File: config.mk
export PLATFORM = sky130hd
export DESIGN_NAME = sc_spi_xfer_seq_flat
export DESIGN_NICKNAME = d
export VERILOG_FILES = /design/src/rtl/sc_spi_xfer_seq_pkg.sv /design/src/rtl/sc_spi_xfer_seq_if.sv /design/src/rtl/sc_spi_xfer_seq_dpram.sv /design/src/rtl/sc_spi_xfer_seq.sv /design/src/flat_wrapper.sv
export SDC_FILE = /design/constraint.sdc
export NUM_CORES = 1
export LEC_CHECK = 0
export CAP_MARGIN = 40
export CELL_PAD_IN_SITES_DETAIL_PLACEMENT = 1
export CELL_PAD_IN_SITES_GLOBAL_PLACEMENT = 2
export CORE_ASPECT_RATIO = 0.7
export CORE_UTILIZATION = 25
export CTS_CLUSTER_DIAMETER = 120
export DETAILED_ROUTE_END_ITERATION = 16
export PLACE_DENSITY_LB_ADDON = 0.1
export SETUP_SLACK_MARGIN = 0.05
export SLEW_MARGIN = 25
export SYNTH_ARGS = -nofsm -noshare
export SYNTH_HDL_FRONTEND = slang
export SYNTH_HIERARCHICAL = 1
export SYNTH_SLANG_ARGS = --single-unit
export TNS_END_PERCENT = 1
File: constraint.sdc
create_clock -name spiclk_i -period 5.58 [get_ports spiclk_i]
set_input_delay 1.116 -clock spiclk_i [delete_from_list [all_inputs] [get_ports spiclk_i]]
set_output_delay 1.116 -clock spiclk_i [all_outputs]
set_load 0.01 [all_outputs]
File: src/rtl/sc_spi_xfer_seq_pkg.sv
// sc_spi_xfer_seq_pkg: shared types and constants for the SPI transfer sequencer
package sc_spi_xfer_seq_pkg;
  localparam int BUF_DEPTH = 16;
  localparam int AW = 4;
  localparam int DW = 32;
  localparam int START_TMO = 4;
  localparam logic [1:0] TMO_LAST = 2'(START_TMO - 1);
  localparam int HERR_TMO = 2;
  localparam int HERR_TXWB = 1;
  localparam int HERR_STB = 0;
  typedef enum logic [2:0] {ST_IDLE, ST_REQ, ST_XFER, ST_DRAIN, ST_DONE} state_e;
endpackage

File: src/rtl/sc_spi_xfer_seq_if.sv
// sc_spi_xfer_seq_if: host buffer/command bus and SPI controller handshake
interface sc_spi_xfer_seq_if;
  import sc_spi_xfer_seq_pkg::*;
  logic          htxwe;
  logic [AW-1:0] htxwaddr;
  logic [DW-1:0] htxwdata;
  logic [AW-1:0] hrxraddr;
  logic [DW-1:0] hrxrdata;
  logic          hstart;
  logic          hcsext;
  logic          hcsrel;
  logic          hbusy;
  logic          hdone;
  logic [2:0]    herr;
  logic          spistart;
  logic          spibusy;
  logic          csextend;
  logic [AW-1:0] txdpt;
  logic [DW-1:0] txdata;
  logic [DW-1:0] rxdata;
  logic          rxvalid;
  logic [AW-1:0] rxdpt;
  modport slave (
    input  htxwe, htxwaddr, htxwdata, hrxraddr, hstart, hcsext, hcsrel,
           spibusy, txdpt, rxdata, rxvalid, rxdpt,
    output hrxrdata, hbusy, hdone, herr, spistart, csextend, txdata
  );
  modport master (
    output htxwe, htxwaddr, htxwdata, hrxraddr, hstart, hcsext, hcsrel,
           spibusy, txdpt, rxdata, rxvalid, rxdpt,
    input  hrxrdata, hbusy, hdone, herr, spistart, csextend, txdata
  );
endinterface

File: src/rtl/sc_spi_xfer_seq_dpram.sv
// sc_spi_xfer_seq_dpram: 16x32 word buffer, one write port, one read port (async or registered)
module sc_spi_xfer_seq_dpram
  import sc_spi_xfer_seq_pkg::*;
#(
  parameter bit REG_RD = 1'b0
) (
  input  logic          clk_i,
  input  logic          rstb_i,
  input  logic          we_i,
  input  logic [AW-1:0] waddr_i,
  input  logic [DW-1:0] wdata_i,
  input  logic [AW-1:0] raddr_i,
  output logic [DW-1:0] rdata_o
);
  logic [DW-1:0] mem_q [BUF_DEPTH];
  logic [DW-1:0] rd_q;
  // storage array, deliberately without reset so contents survive a reset
  always_ff @(posedge clk_i) begin
    if (we_i) mem_q[waddr_i] <= wdata_i;
  end
  // registered read samples the pre-write word, giving read-before-write on a collision
  always_ff @(posedge clk_i) begin
    if (!rstb_i) rd_q <= '0;
    else rd_q <= mem_q[raddr_i];
  end
  assign rdata_o = REG_RD ? rd_q : mem_q[raddr_i];
endmodule

File: src/rtl/sc_spi_xfer_seq.sv
// sc_spi_xfer_seq: frame sequencer with TX/RX buffers in front of the SPI protocol controller
module sc_spi_xfer_seq
  import sc_spi_xfer_seq_pkg::*;
(
  input logic            spiclk_i,
  input logic            sysrstb_i,
  sc_spi_xfer_seq_if.slave bus_if
);
  state_e     state_q, state_d;
  logic [1:0] tmo_q, tmo_d;
  logic       drain_q, drain_d;
  logic       cs_ext_q, cs_ext_d;
  logic [2:0] herr_q, herr_d;
  logic       busy;
  assign busy = state_q != ST_IDLE;
  // state and status registers
  always_ff @(posedge spiclk_i) begin
    if (!sysrstb_i) begin
      state_q  <= ST_IDLE;
      tmo_q    <= '0;
      drain_q  <= 1'b0;
      cs_ext_q <= 1'b0;
      herr_q   <= '0;
    end else begin
      state_q  <= state_d;
      tmo_q    <= tmo_d;
      drain_q  <= drain_d;
      cs_ext_q <= cs_ext_d;
      herr_q   <= herr_d;
    end
  end
  // next state, start timeout, drain window, CS retention and sticky errors
  always_comb begin
    state_d  = state_q;
    tmo_d    = '0;
    drain_d  = 1'b0;
    cs_ext_d = cs_ext_q;
    herr_d   = herr_q;
    if (busy && bus_if.htxwe) herr_d[HERR_TXWB] = 1'b1;
    if (busy && bus_if.hstart) herr_d[HERR_STB] = 1'b1;
    case (state_q)
      ST_IDLE: begin
        if (bus_if.hstart) begin
          cs_ext_d = bus_if.hcsext;
          herr_d   = '0;
          state_d  = ST_REQ;
        end else if (bus_if.hcsrel) begin
          cs_ext_d = 1'b0;
        end
      end
      ST_REQ: begin
        if (bus_if.spibusy) begin
          state_d = ST_XFER;
        end else if (tmo_q == TMO_LAST) begin
          herr_d[HERR_TMO] = 1'b1;
          state_d = ST_IDLE;
        end else begin
          tmo_d = tmo_q + 2'd1;
        end
      end
      ST_XFER: state_d = bus_if.spibusy ? ST_XFER : ST_DRAIN;
      ST_DRAIN: begin
        drain_d = !drain_q;
        state_d = drain_q ? ST_DONE : ST_DRAIN;
      end
      ST_DONE: state_d = ST_IDLE;
      default: state_d = ST_IDLE;
    endcase
  end
  assign bus_if.hbusy    = busy;
  assign bus_if.hdone    = state_q == ST_DONE;
  assign bus_if.spistart = state_q == ST_REQ;
  assign bus_if.csextend = cs_ext_q;
  assign bus_if.herr     = herr_q;
  sc_spi_xfer_seq_dpram #(.REG_RD(1'b0)) u_tx_buf (
    .clk_i   (spiclk_i),
    .rstb_i  (sysrstb_i),
    .we_i    (bus_if.htxwe && !busy),
    .waddr_i (bus_if.htxwaddr),
    .wdata_i (bus_if.htxwdata),
    .raddr_i (bus_if.txdpt),
    .rdata_o (bus_if.txdata)
  );
  sc_spi_xfer_seq_dpram #(.REG_RD(1'b1)) u_rx_buf (
    .clk_i   (spiclk_i),
    .rstb_i  (sysrstb_i),
    .we_i    (bus_if.rxvalid),
    .waddr_i (bus_if.rxdpt),
    .wdata_i (bus_if.rxdata),
    .raddr_i (bus_if.hrxraddr),
    .rdata_o (bus_if.hrxrdata)
  );
endmodule
File: src/flat_wrapper.sv
// flat-port wrapper written by rule: the top's interface ports become plain ports
module sc_spi_xfer_seq_flat import sc_spi_xfer_seq_pkg::*;
  (spiclk_i, sysrstb_i, bus_if_htxwe, bus_if_htxwaddr, bus_if_htxwdata, bus_if_hrxraddr, bus_if_hstart, bus_if_hcsext, bus_if_hcsrel, bus_if_spibusy, bus_if_txdpt, bus_if_rxdata, bus_if_rxvalid, bus_if_rxdpt, bus_if_hrxrdata, bus_if_hbusy, bus_if_hdone, bus_if_herr, bus_if_spistart, bus_if_csextend, bus_if_txdata);
  sc_spi_xfer_seq_if bus_if_i ();
  input logic spiclk_i;
  input logic sysrstb_i;
  input wire logic [$bits(bus_if_i.htxwe)-1:0] bus_if_htxwe;
  input wire logic [$bits(bus_if_i.htxwaddr)-1:0] bus_if_htxwaddr;
  input wire logic [$bits(bus_if_i.htxwdata)-1:0] bus_if_htxwdata;
  input wire logic [$bits(bus_if_i.hrxraddr)-1:0] bus_if_hrxraddr;
  input wire logic [$bits(bus_if_i.hstart)-1:0] bus_if_hstart;
  input wire logic [$bits(bus_if_i.hcsext)-1:0] bus_if_hcsext;
  input wire logic [$bits(bus_if_i.hcsrel)-1:0] bus_if_hcsrel;
  input wire logic [$bits(bus_if_i.spibusy)-1:0] bus_if_spibusy;
  input wire logic [$bits(bus_if_i.txdpt)-1:0] bus_if_txdpt;
  input wire logic [$bits(bus_if_i.rxdata)-1:0] bus_if_rxdata;
  input wire logic [$bits(bus_if_i.rxvalid)-1:0] bus_if_rxvalid;
  input wire logic [$bits(bus_if_i.rxdpt)-1:0] bus_if_rxdpt;
  output wire logic [$bits(bus_if_i.hrxrdata)-1:0] bus_if_hrxrdata;
  output wire logic [$bits(bus_if_i.hbusy)-1:0] bus_if_hbusy;
  output wire logic [$bits(bus_if_i.hdone)-1:0] bus_if_hdone;
  output wire logic [$bits(bus_if_i.herr)-1:0] bus_if_herr;
  output wire logic [$bits(bus_if_i.spistart)-1:0] bus_if_spistart;
  output wire logic [$bits(bus_if_i.csextend)-1:0] bus_if_csextend;
  output wire logic [$bits(bus_if_i.txdata)-1:0] bus_if_txdata;
  assign bus_if_i.htxwe = bus_if_htxwe;
  assign bus_if_i.htxwaddr = bus_if_htxwaddr;
  assign bus_if_i.htxwdata = bus_if_htxwdata;
  assign bus_if_i.hrxraddr = bus_if_hrxraddr;
  assign bus_if_i.hstart = bus_if_hstart;
  assign bus_if_i.hcsext = bus_if_hcsext;
  assign bus_if_i.hcsrel = bus_if_hcsrel;
  assign bus_if_i.spibusy = bus_if_spibusy;
  assign bus_if_i.txdpt = bus_if_txdpt;
  assign bus_if_i.rxdata = bus_if_rxdata;
  assign bus_if_i.rxvalid = bus_if_rxvalid;
  assign bus_if_i.rxdpt = bus_if_rxdpt;
  assign bus_if_hrxrdata = bus_if_i.hrxrdata;
  assign bus_if_hbusy = bus_if_i.hbusy;
  assign bus_if_hdone = bus_if_i.hdone;
  assign bus_if_herr = bus_if_i.herr;
  assign bus_if_spistart = bus_if_i.spistart;
  assign bus_if_csextend = bus_if_i.csextend;
  assign bus_if_txdata = bus_if_i.txdata;
  sc_spi_xfer_seq u_core (.spiclk_i(spiclk_i), .sysrstb_i(sysrstb_i), .bus_if(bus_if_i));
endmodule
# Word-level counts from Yosys, hierarchy flattened
# Memory sizes are Yosys's and may differ from the RTL's. A register that Yosys moved wholly into a read port is not among the register bits.
# Cells that the tools add are included.
# word_totals
reg_bits	10
ram_bits	1024
input_bits	88
output_inout_bits	71
wordCells	54
mem_count	2
# mem_list
name	depth	width	rd	rd_clocked_by_memory_dff	write_ports	line_no	source
u_core.u_rx_buf.mem_q	16	32	1	1	1	sc_spi_xfer_seq_dpram.sv:15	logic [DW-1:0] mem_q [BUF_DEPTH];
u_core.u_tx_buf.mem_q	16	32	1	0	1	sc_spi_xfer_seq_dpram.sv:15	
# classes
add_sub_neg	1
eq_ne	9
n_mux	19
bitwise_logic	2
reduce_logical	15
# ops
operator	count
3-bit two-way mux	5
3-bit one-hot mux with 4 select lines	1
1-bit two-way mux	11
3-bit by 2-bit == test with 1-bit output (second input constant)	2
2-bit AND reduction	3
2-bit != test (second input constant)	2
4-bit AND reduction	1
2-bit nonzero test	2
4-bit OR reduction	1
3-bit by 1-bit == test with 1-bit output (second input constant)	1
3-bit == test (second input constant)	1
1-bit logical AND	3
1-bit zero test	3
3-bit zero test	1
3-bit by 2-bit != test with 1-bit output (second input constant)	1
3-bit nonzero test	1
2-bit by 1-bit adder with 2-bit output (second input constant)	1
2-bit == test (second input constant)	1
2-bit two-way mux	1
2-bit by 1-bit != test with 1-bit output (second input constant)	1
1-bit NOT	2
1-bit one-hot mux with 2 select lines	1

# Longest topological paths before layout
# Gate-level depths: netlist (run 1).
# depth
depth_word	5
depth_mapped	7
depth_no_buf	4

# Modules after synthesis
# Netlist (run 1), hierarchy kept.
# modules_own_cells
mod	n_inst	cells_per_inst	area_each_um2	seq_area_each_um2
sc_spi_xfer_seq_dpram (u_core.u_rx_buf)	1	1095	20563.5	16015.4
sc_spi_xfer_seq_dpram (u_core.u_tx_buf)	1	806	19213.4	15374.7
sc_spi_xfer_seq	1	50	426.7	200.2

# Worst setup path before layout (run 1)
# Ideal clock, no wire load.
# synth_timing
kind	input-to-reg
start	input port bus_if_htxwe
end	memory u_core.u_tx_buf.mem_q[0][0] (enable)
setup_time_ns	0.461
t_arrival_ns	4.025
t_required_ns	5.119
setup_slack_ns	1.093
stages	4
n_path_buf	0
cell_sequence	inv_1 > nor2_1 > or3b_2 > nor3_1
# synth_between
elab_chain_cells	3
# synth_rtl
item	line_no	source
start: declaration	flat_wrapper.sv:7	input wire logic [$bits(bus_if_i.htxwe)-1:0] bus_if_htxwe;
1-bit logical AND	sc_spi_xfer_seq.sv:78	.we_i (bus_if.htxwe && !busy),
1-bit two-way mux	sc_spi_xfer_seq_dpram.sv:19	if (we_i) mem_q[waddr_i] <= wdata_i;
1-bit two-way mux (not written as such)	sc_spi_xfer_seq_dpram.sv:19	
end: declaration	sc_spi_xfer_seq_dpram.sv:15	
# Every way passes these cells.

# Final worst setup path (run 1)
# layout_timing
start	input port bus_if_txdpt[2]
end	output port bus_if_txdata[21]
# layout_between
elab_chain_cells	1
# layout_rtl
item	line_no	source
start: declaration	flat_wrapper.sv:15	input wire logic [$bits(bus_if_i.txdpt)-1:0] bus_if_txdpt;
memory 16 x 32 bit	-	
end: declaration	flat_wrapper.sv:25	output wire logic [$bits(bus_if_i.txdata)-1:0] bus_if_txdata;
# Every way passes these cells.

==> results of run 1 <==
critical path, cell delays in order:
cell and delay (ns):
sky130_fd_sc_hd__clkdlybuf4s50_1 0.64, sky130_fd_sc_hd__and2_2 0.63, sky130_fd_sc_hd__buf_12 0.27, sky130_fd_sc_hd__a22oi_1 0.10, sky130_fd_sc_hd__nand2_1 0.17, sky130_fd_sc_hd__clkdlybuf4s50_1 0.58
worst max-delay path by stage:
stage / end / slack [ns] / cells past startpoint
3_3_place_gp: bus_if_txdata[21] / 0.98 / 6
6_report: bus_if_txdata[21] / 0.93 / 6
5_1_grt: bus_if_txdata[21] / 0.89 / 6
4_1_cts: bus_if_txdata[21] / 0.92 / 6
3_5_place_dp: bus_if_txdata[21] / 0.92 / 6
2_1_floorplan: u_core/u_tx_buf/mem_q[0][0] / 1.09 / 4
through the flow:
step                      cell area [sq um]  worst slack [ns]  std cells
after global placement                44800             0.980       4190
after CTS                             48700             0.920       4415
after floorplan                       40200              1.09       1951
after detailed placement              45000             0.925       4196
final                                 48700             0.927       4416
after global routing                  48700             0.894       4416
per-layer routing:
layer  global-route usage  vias up  part of all wire  wire (um)
met5                    0        -                 0          0
met4               0.0308        0             0.017       2040
met3               0.0239      150             0.030       3460
met2                0.224      292              0.45      53200
met1                0.211    10800              0.50      58300
li1                     -     8596                 -          -
kinds of logic after synthesis:
group                    synth area share
buffers and inverters              0.0177
multiplexers                        0.136
adder cells (fa/ha/maj)          0.000311
flip-flops                          0.786
AND/OR/NAND/NOR                    0.0206
AO/OA/AOI/OAI                      0.0392
power by group:
| part | switching [mW] | internal (mW) | total (mW) |
|---|---|---|---|
| clock network | 3.18 | 4.34 | 7.52 |
| registers | 0.0430 | 8.93 | 8.97 |
| logic | 0.617 | 0.413 | 1.03 |
sequential cells by signal, indices dropped and copies added (netlist names), named ones only:
name	count
u_core/u_rx_buf/mem_q	512
u_core/bus_if.csextend	1
u_core/tmo_q	2
u_core/u_rx_buf/rdata_o	32
u_core/bus_if.herr	2
u_core/state_q	3
u_core/drain_q	1
u_core/u_tx_buf/mem_q	512
layout make-up:
class / count / area share
clock inverters: 57 / 0.0104
flip-flops and latches: 1066 / 0.649
repair buffers: 243 / 0.0524
inverters: 5 / 0.000386
well taps: 2108 / 0.0542
multi-input cells: 775 / 0.168
clock buffers: 162 / 0.0655
cells in the mapped netlist, drive strengths merged, types with 2 or more instances:
library cell     n  area [sq um]
a21boi           2          15.0
a221oi           6          52.6
a22oi          164          1230
and2             3          18.8
buf             76           583
clkbuf          29           109
dfxtp           42           841
edfxtp        1024         30700
inv              5          18.8
mux2i          228          2280
mux4           142          3200
nand2           87           327
nand2b           5          31.3
nand3           26           130
nand3b           5          37.5
nor2            33           126
nor2b            7          43.8
nor3            11          55.1
o2111ai          8          70.1
o21ai           33           165
o22ai            2          12.5
or3              2          12.5
or3b             2          17.5
==> summary.md, run 1 <==
Place
* 158 — # port buffers
* 64,800 um — HPWL reported at the end of detailed placement
* 0.702 — placer congestion estimate

Timing
* 4.65 ns — min Tclk post-route
* 0.0232 ns — post-route clock skew
* 0.391 — worst rel slew slack
* 0.913 ns — transition time at the pin with the least slew margin
* 0 ns — final-layout setup total negative slack
* 0 — Final Hold Violating Endpoints
* 0.432 ns — WHS
* no — unrepaired setup endpoints after global routing
* 0 — final setup violation count
* 215 MHz — peak clock frequency supported by timing
* 0.834 — final worst path period share
* 0 — final max-slew violation count

Clock network
* 0 — number of instances resized during post-cts repair
* 3 — H-Tree Depth
* 0.06 ns — clock transition time at the flip-flop clock pins of the worst setup and hold paths
* 0 — CTS hold repair buffers
* built — clock tree from TritonCTS
* 3 — deepest clock path buffer count
* 116 — total clock buffers created by CTS
* 0.73 ns — later-pin clock latency in the skew report
* 1,066 — clock net sink count
* sky130_fd_sc_hd__clkbuf_16 — root buffer cell
* 0 — post-CTS setup buffers

Synth
* 0 — ys async rst share
* 1,951 — cells after synthesis
* 1,066 — number of register bits inferred by synthesis
* 2,040 — Post-Syn Nets
* 20.6 sq um — mean instance size in the synthesized netlist
* sky130_fd_sc_hd__edfxtp_1 — dominant register cell in the synthesized netlist
* 0.0402 sq mm — cell area after synthesis
* 1,024 — number of enable flip-flop cells after synthesis
* 41 — count of distinct cell types in the synthesized netlist
* 6 — warning count from the yosys run
* 0.786 — sequential cell area fraction in the yosys report

Global route
* 165,000 um — global-route wire length before repair
* 77 — largest net degree at the start of global routing
* 21.6k — number of global-route vias before repair
* 0.144 — total routing usage reported by global routing
* 0 — total congestion overflow
* 4 — initial antenna violation count

Critical path
* primary input — type of origin of the critical path
* 17 — highest fanout seen on the critical path
* 4.46 ns — endpoint required time on the critical path
* u_core/u_tx_buf/mem_q[5][14] — worst flop-to-flop path endpoint
* bus_if_txdpt[2] — critical path launch point
* primary input to output port — type of the worst setup path
* 3.54 ns — arrival time reported for the critical path endpoint
* output port — nature of the critical path endpoint
* 2.38 ns — R2R Setup Slk
* u_core/state_q[0] — startpoint of the most critical register-to-register path
* 5 — depth of the most critical reg-to-reg path

Cells and area
* 0.00818 sq mm — area used by multi-input combinational logic
* 0 — Antenna Cells
* 21.1% — Area Growth Syn to Fin
* sky130_fd_sc_hd__edfxtp_1 — most frequent standard cell in the layout excluding fill and tap cells
* 0.306 — Final Util
* sky130_fd_sc_hd__edfxtp_1 (1,024), sky130_fd_sc_hd__mux2i_1 (228), sky130_fd_sc_hd__a22oi_1 (164) — leading cell types in the layout, fill and taps excluded
* 0.190 — share of final-layout standard cells stronger than drive strength 1
* 15.9k — final-layout fill cell count
* 0.0316 sq mm — Sequential Area
* 2,296 — Layout Nets

Die
* 0.159 sq mm — Core Area
* 481 um — overall die width
* 338 um — DIE HEIGHT
* 159 — Top-Level Pins
* 0.162 sq mm — die area
* 0.253 — starting density of the core
* 122 — number of cell rows

Routing
* 117,000 um — Post-Route WL
* 26.5 um — WL/cell
* 0 — drc violations
* 1,094 — 1st-iter DRT viols
* 0 — Post-DRT Antenna Nets
* 4.50 — vias per std cell
* 19.9k — total number of vias
* 5 — number of iterations in the first detailed-routing pass

Min path
* u_core/tmo_q[0] — worst min-delay path startpoint
* u_core/tmo_q[0] — terminating pin of the worst hold path
* flop to flop — Worst Hold Class
* 1 — Min-Delay Path Depth

Pwr
* 360 mW/mm^2 — PD cells
* 15.7 nW — Leak
* 17.5 mW — final total power
* 0.227 mV — Worst IR Drop VDD

Job
* 0 — max-cap violation count

Status
* finished, final reports clean — outcome

(Power assumes the default switching activity.)
==> run 2: changes to the inputs <==
==> constraint.sdc (replaced) <==
create_clock -name spiclk_i -period 4.65 [get_ports spiclk_i]
set_input_delay 0.93 -clock spiclk_i [delete_from_list [all_inputs] [get_ports spiclk_i]]
set_output_delay 0.93 -clock spiclk_i [all_outputs]
set_load 0.01 [all_outputs]
==> summary.md, run 2 (synthesis gave the netlist of run 1 again) <==
Pwr
* 423 mW/mm^2 — PD cells, +17%
* 0.061 — combinational group share of total power, +0.002
* 0.312 mV — Worst IR Drop VDD, +38%
* 16.0 mW — cell-internal power, +17%
* 0.416 — clock network fraction of total power, -0.013
* 0.222 — Switching Fraction, +0.00335
* 0.523 — sequential power share, +0.011
* 4.57 mW — switching power total, +19%
* 15.7 nW — Leak, -0.29%

Place
* 4,204 — Cells after DPL, +0.19%
* 64,300 um — HPWL reported at the end of detailed placement, -0.72%
* 0.0452 sq mm — total cell area at the placement stage, +0.53%
* 0.696 — placer congestion estimate, -0.81%
* 158 — # port buffers, unchanged

Critical path
* 3.20 ns — arrival time reported for the critical path endpoint, -0.34 ns
* 0.54 ns — Worst path max stage delay, -0.10 ns
* primary input to output port — type of the worst setup path
* 3 — Buf/Inv on CP, unchanged
* 30 — highest fanout seen on the critical path, +13
* u_core/state_q[0] — startpoint of the most critical register-to-register path
* output port — nature of the critical path endpoint
* 5 — depth of the most critical reg-to-reg path, unchanged
* 1.49 ns — R2R Setup Slk, -0.89 ns
* sky130_fd_sc_hd__mux4_2 — slowest cell on the critical path
* primary input — type of origin of the critical path
* clkbuf_8 -> buf_12 -> mux4_2 -> a22oi_1 -> nand2_1 -> clkdlybuf4s50_1 — list of cells traversed by the critical path
* 3.72 ns — endpoint required time on the critical path, -0.74 ns
* u_core/u_tx_buf/mem_q[1][22] — worst flop-to-flop path endpoint
* buffers and inverters — critical path's top delay family
* bus_if_txdpt[0] — critical path launch point

Timing
* 4.13 ns — min Tclk post-route
* 0 — final max-slew violation count, unchanged
* 0.424 ns — WHS, -0.00793 ns
* 0 ns — final-layout setup total negative slack, unchanged
* 0.467 — worst rel slew slack, +0.0756
* 0 — Final Hold Violating Endpoints, unchanged
* no — unrepaired setup endpoints after global routing
* 0.800 ns — transition time at the pin with the least slew margin, -0.113 ns
* 242 MHz — peak clock frequency supported by timing
* 0 — final setup violation count, unchanged
* 0.0227 ns — post-route clock skew, -0.000493 ns
* 0.889 — final worst path period share

Cells and area
* 0 — Antenna Cells, unchanged
* 21.1% — Area Growth Syn to Fin, about the same
* 0.189 — share of final-layout standard cells stronger than drive strength 1, -0.000867
* sky130_fd_sc_hd__edfxtp_1 (1,024), sky130_fd_sc_hd__mux2i_1 (228), sky130_fd_sc_hd__a22oi_1 (164) — leading cell types in the layout, fill and taps excluded
* sky130_fd_sc_hd__edfxtp_1 — most frequent standard cell in the layout excluding fill and tap cells
* 0.0487 sq mm — final instance area, about the same
* 0.00818 sq mm — area used by multi-input combinational logic, about the same
* 0.0316 sq mm — Sequential Area, unchanged
* 15.9k — final-layout fill cell count, -0.20%
* 2,300 — Layout Nets, +0.17%
* 4,416 — count of placed standard cells in the final layout, fillers left out, unchanged

Global route
* 21.7k — number of global-route vias before repair, +0.34%
* 3 — initial antenna violation count, -1
* 55 — largest net degree at the start of global routing, -29%
* 0.144 — total routing usage reported by global routing, -0.000700
* 0 — total congestion overflow, unchanged
* 164,000 um — global-route wire length before repair, -0.50%

Routing
* 0 — drc violations, unchanged
* 116,000 um — Post-Route WL, -0.69%
* 4.50 — vias per std cell, about the same
* 0 — Post-DRT Antenna Nets, unchanged
* 26.3 um — WL/cell, -0.69%
* 5 — number of iterations in the first detailed-routing pass, unchanged
* 19.9k — total number of vias, -0.060%
* 1,228 — 1st-iter DRT viols, +12%

Clock network
* 1,066 — clock net sink count, unchanged
* 113 — total clock buffers created by CTS, -2.6%
* 0 — post-CTS setup buffers, unchanged
* 0.06 ns — clock transition time at the flip-flop clock pins of the worst setup and hold paths, about the same
* 0 — CTS hold repair buffers, unchanged
* 3 — H-Tree Depth, unchanged
* built — clock tree from TritonCTS
* 0.73 ns — later-pin clock latency in the skew report, about the same
* sky130_fd_sc_hd__clkbuf_16 — root buffer cell
* 3 — deepest clock path buffer count, unchanged
* 0 — number of instances resized during post-cts repair, unchanged

Job
* 0 — max-cap violation count, unchanged

Die
* 0.253 — starting density of the core, unchanged
* 0.159 sq mm — Core Area, unchanged
* 0.162 sq mm — die area, unchanged
* 122 — number of cell rows, unchanged
* 159 — Top-Level Pins, unchanged
* 338 um — DIE HEIGHT, unchanged
* 481 um — overall die width, unchanged

Status
* finished, final reports clean — outcome

Min path
* 1 — Min-Delay Path Depth, unchanged
* u_core/tmo_q[0] — terminating pin of the worst hold path
* flop to flop — Worst Hold Class
* u_core/tmo_q[0] — worst min-delay path startpoint

==> run 2: final cells by class <==
type	instances	share of cell area
inverters	5	0.000386
well taps	2108	0.0542
clock inverters	79	0.0116
flip-flops and latches	1066	0.649
repair buffers	250	0.0572
multi-input cells	775	0.168
clock buffers	133	0.0596
==> run 2: worst register-to-register path: stages (launching register included) <==
cell and delay [ns]:
sky130_fd_sc_hd__dfxtp_1 0.39, sky130_fd_sc_hd__or3_1 0.45, sky130_fd_sc_hd__nor2_1 0.56, sky130_fd_sc_hd__or3b_2 0.64, sky130_fd_sc_hd__nor2_4 0.36, sky130_fd_sc_hd__buf_12 0.32
==> run 2: metrics by stage <==
stage	power (mW)	worst slack [ns]	util
finish	20.6	0.518	0.306
global route	21.4	0.393	0.306
detailed placement	12.3	0.480	0.285
global placement	12.2	0.488	0.284
CTS	21.0	0.473	0.306
floorplan	11.6	0.349	-
==> run 2: power groups by stage <==
| stage | clock network (mW) | registers [mW] | logic [mW] |
|---|---|---|---|
| 6_report | 8.56 | 10.8 | 1.25 |
| 5_1_grt | 9.22 | 10.8 | 1.35 |
| 4_1_cts | 8.92 | 10.8 | 1.29 |
| 3_5_place_dp | 0 | 11.0 | 1.29 |
| 3_3_place_gp | 0 | 11.0 | 1.27 |
| 2_1_floorplan | 0 | 11.0 | 0.588 |
==> run 2: worst max path at each step <==
stage | end | slack (ns) | depth (start not counted)
3_5_place_dp | bus_if_txdata[5] | 0.48 | 7
5_1_grt | bus_if_txdata[5] | 0.39 | 7
6_report | bus_if_txdata[3] | 0.52 | 6
2_1_floorplan | u_core/u_tx_buf/mem_q[0][0] | 0.35 | 4
3_3_place_gp | bus_if_txdata[5] | 0.49 | 7
4_1_cts | bus_if_txdata[5] | 0.47 | 7
==> run 2: routing by layer <==
layer  GRT usage  part of all wire  vias to the layer above
met1       0.206              0.49                    10800
met4      0.0306             0.017                        0
li1            -                 -                     8600
met3      0.0237             0.030                      145
met5           0                 0                        -
met2       0.228              0.46                      285
==> run 3: changes to the inputs <==
--- a/config.mk
+++ b/config.mk
@@ -5,6 +5,7 @@
 export SDC_FILE = /design/constraint.sdc
 export NUM_CORES = 1
 export LEC_CHECK = 0
+export ABC_CLOCK_PERIOD_IN_PS = 4650
 export CAP_MARGIN = 40
 export CELL_PAD_IN_SITES_DETAIL_PLACEMENT = 1
 export CELL_PAD_IN_SITES_GLOBAL_PLACEMENT = 2
==> results of run 3 <==
The final DEF is identical to that of run 2; final timing and power are the same.
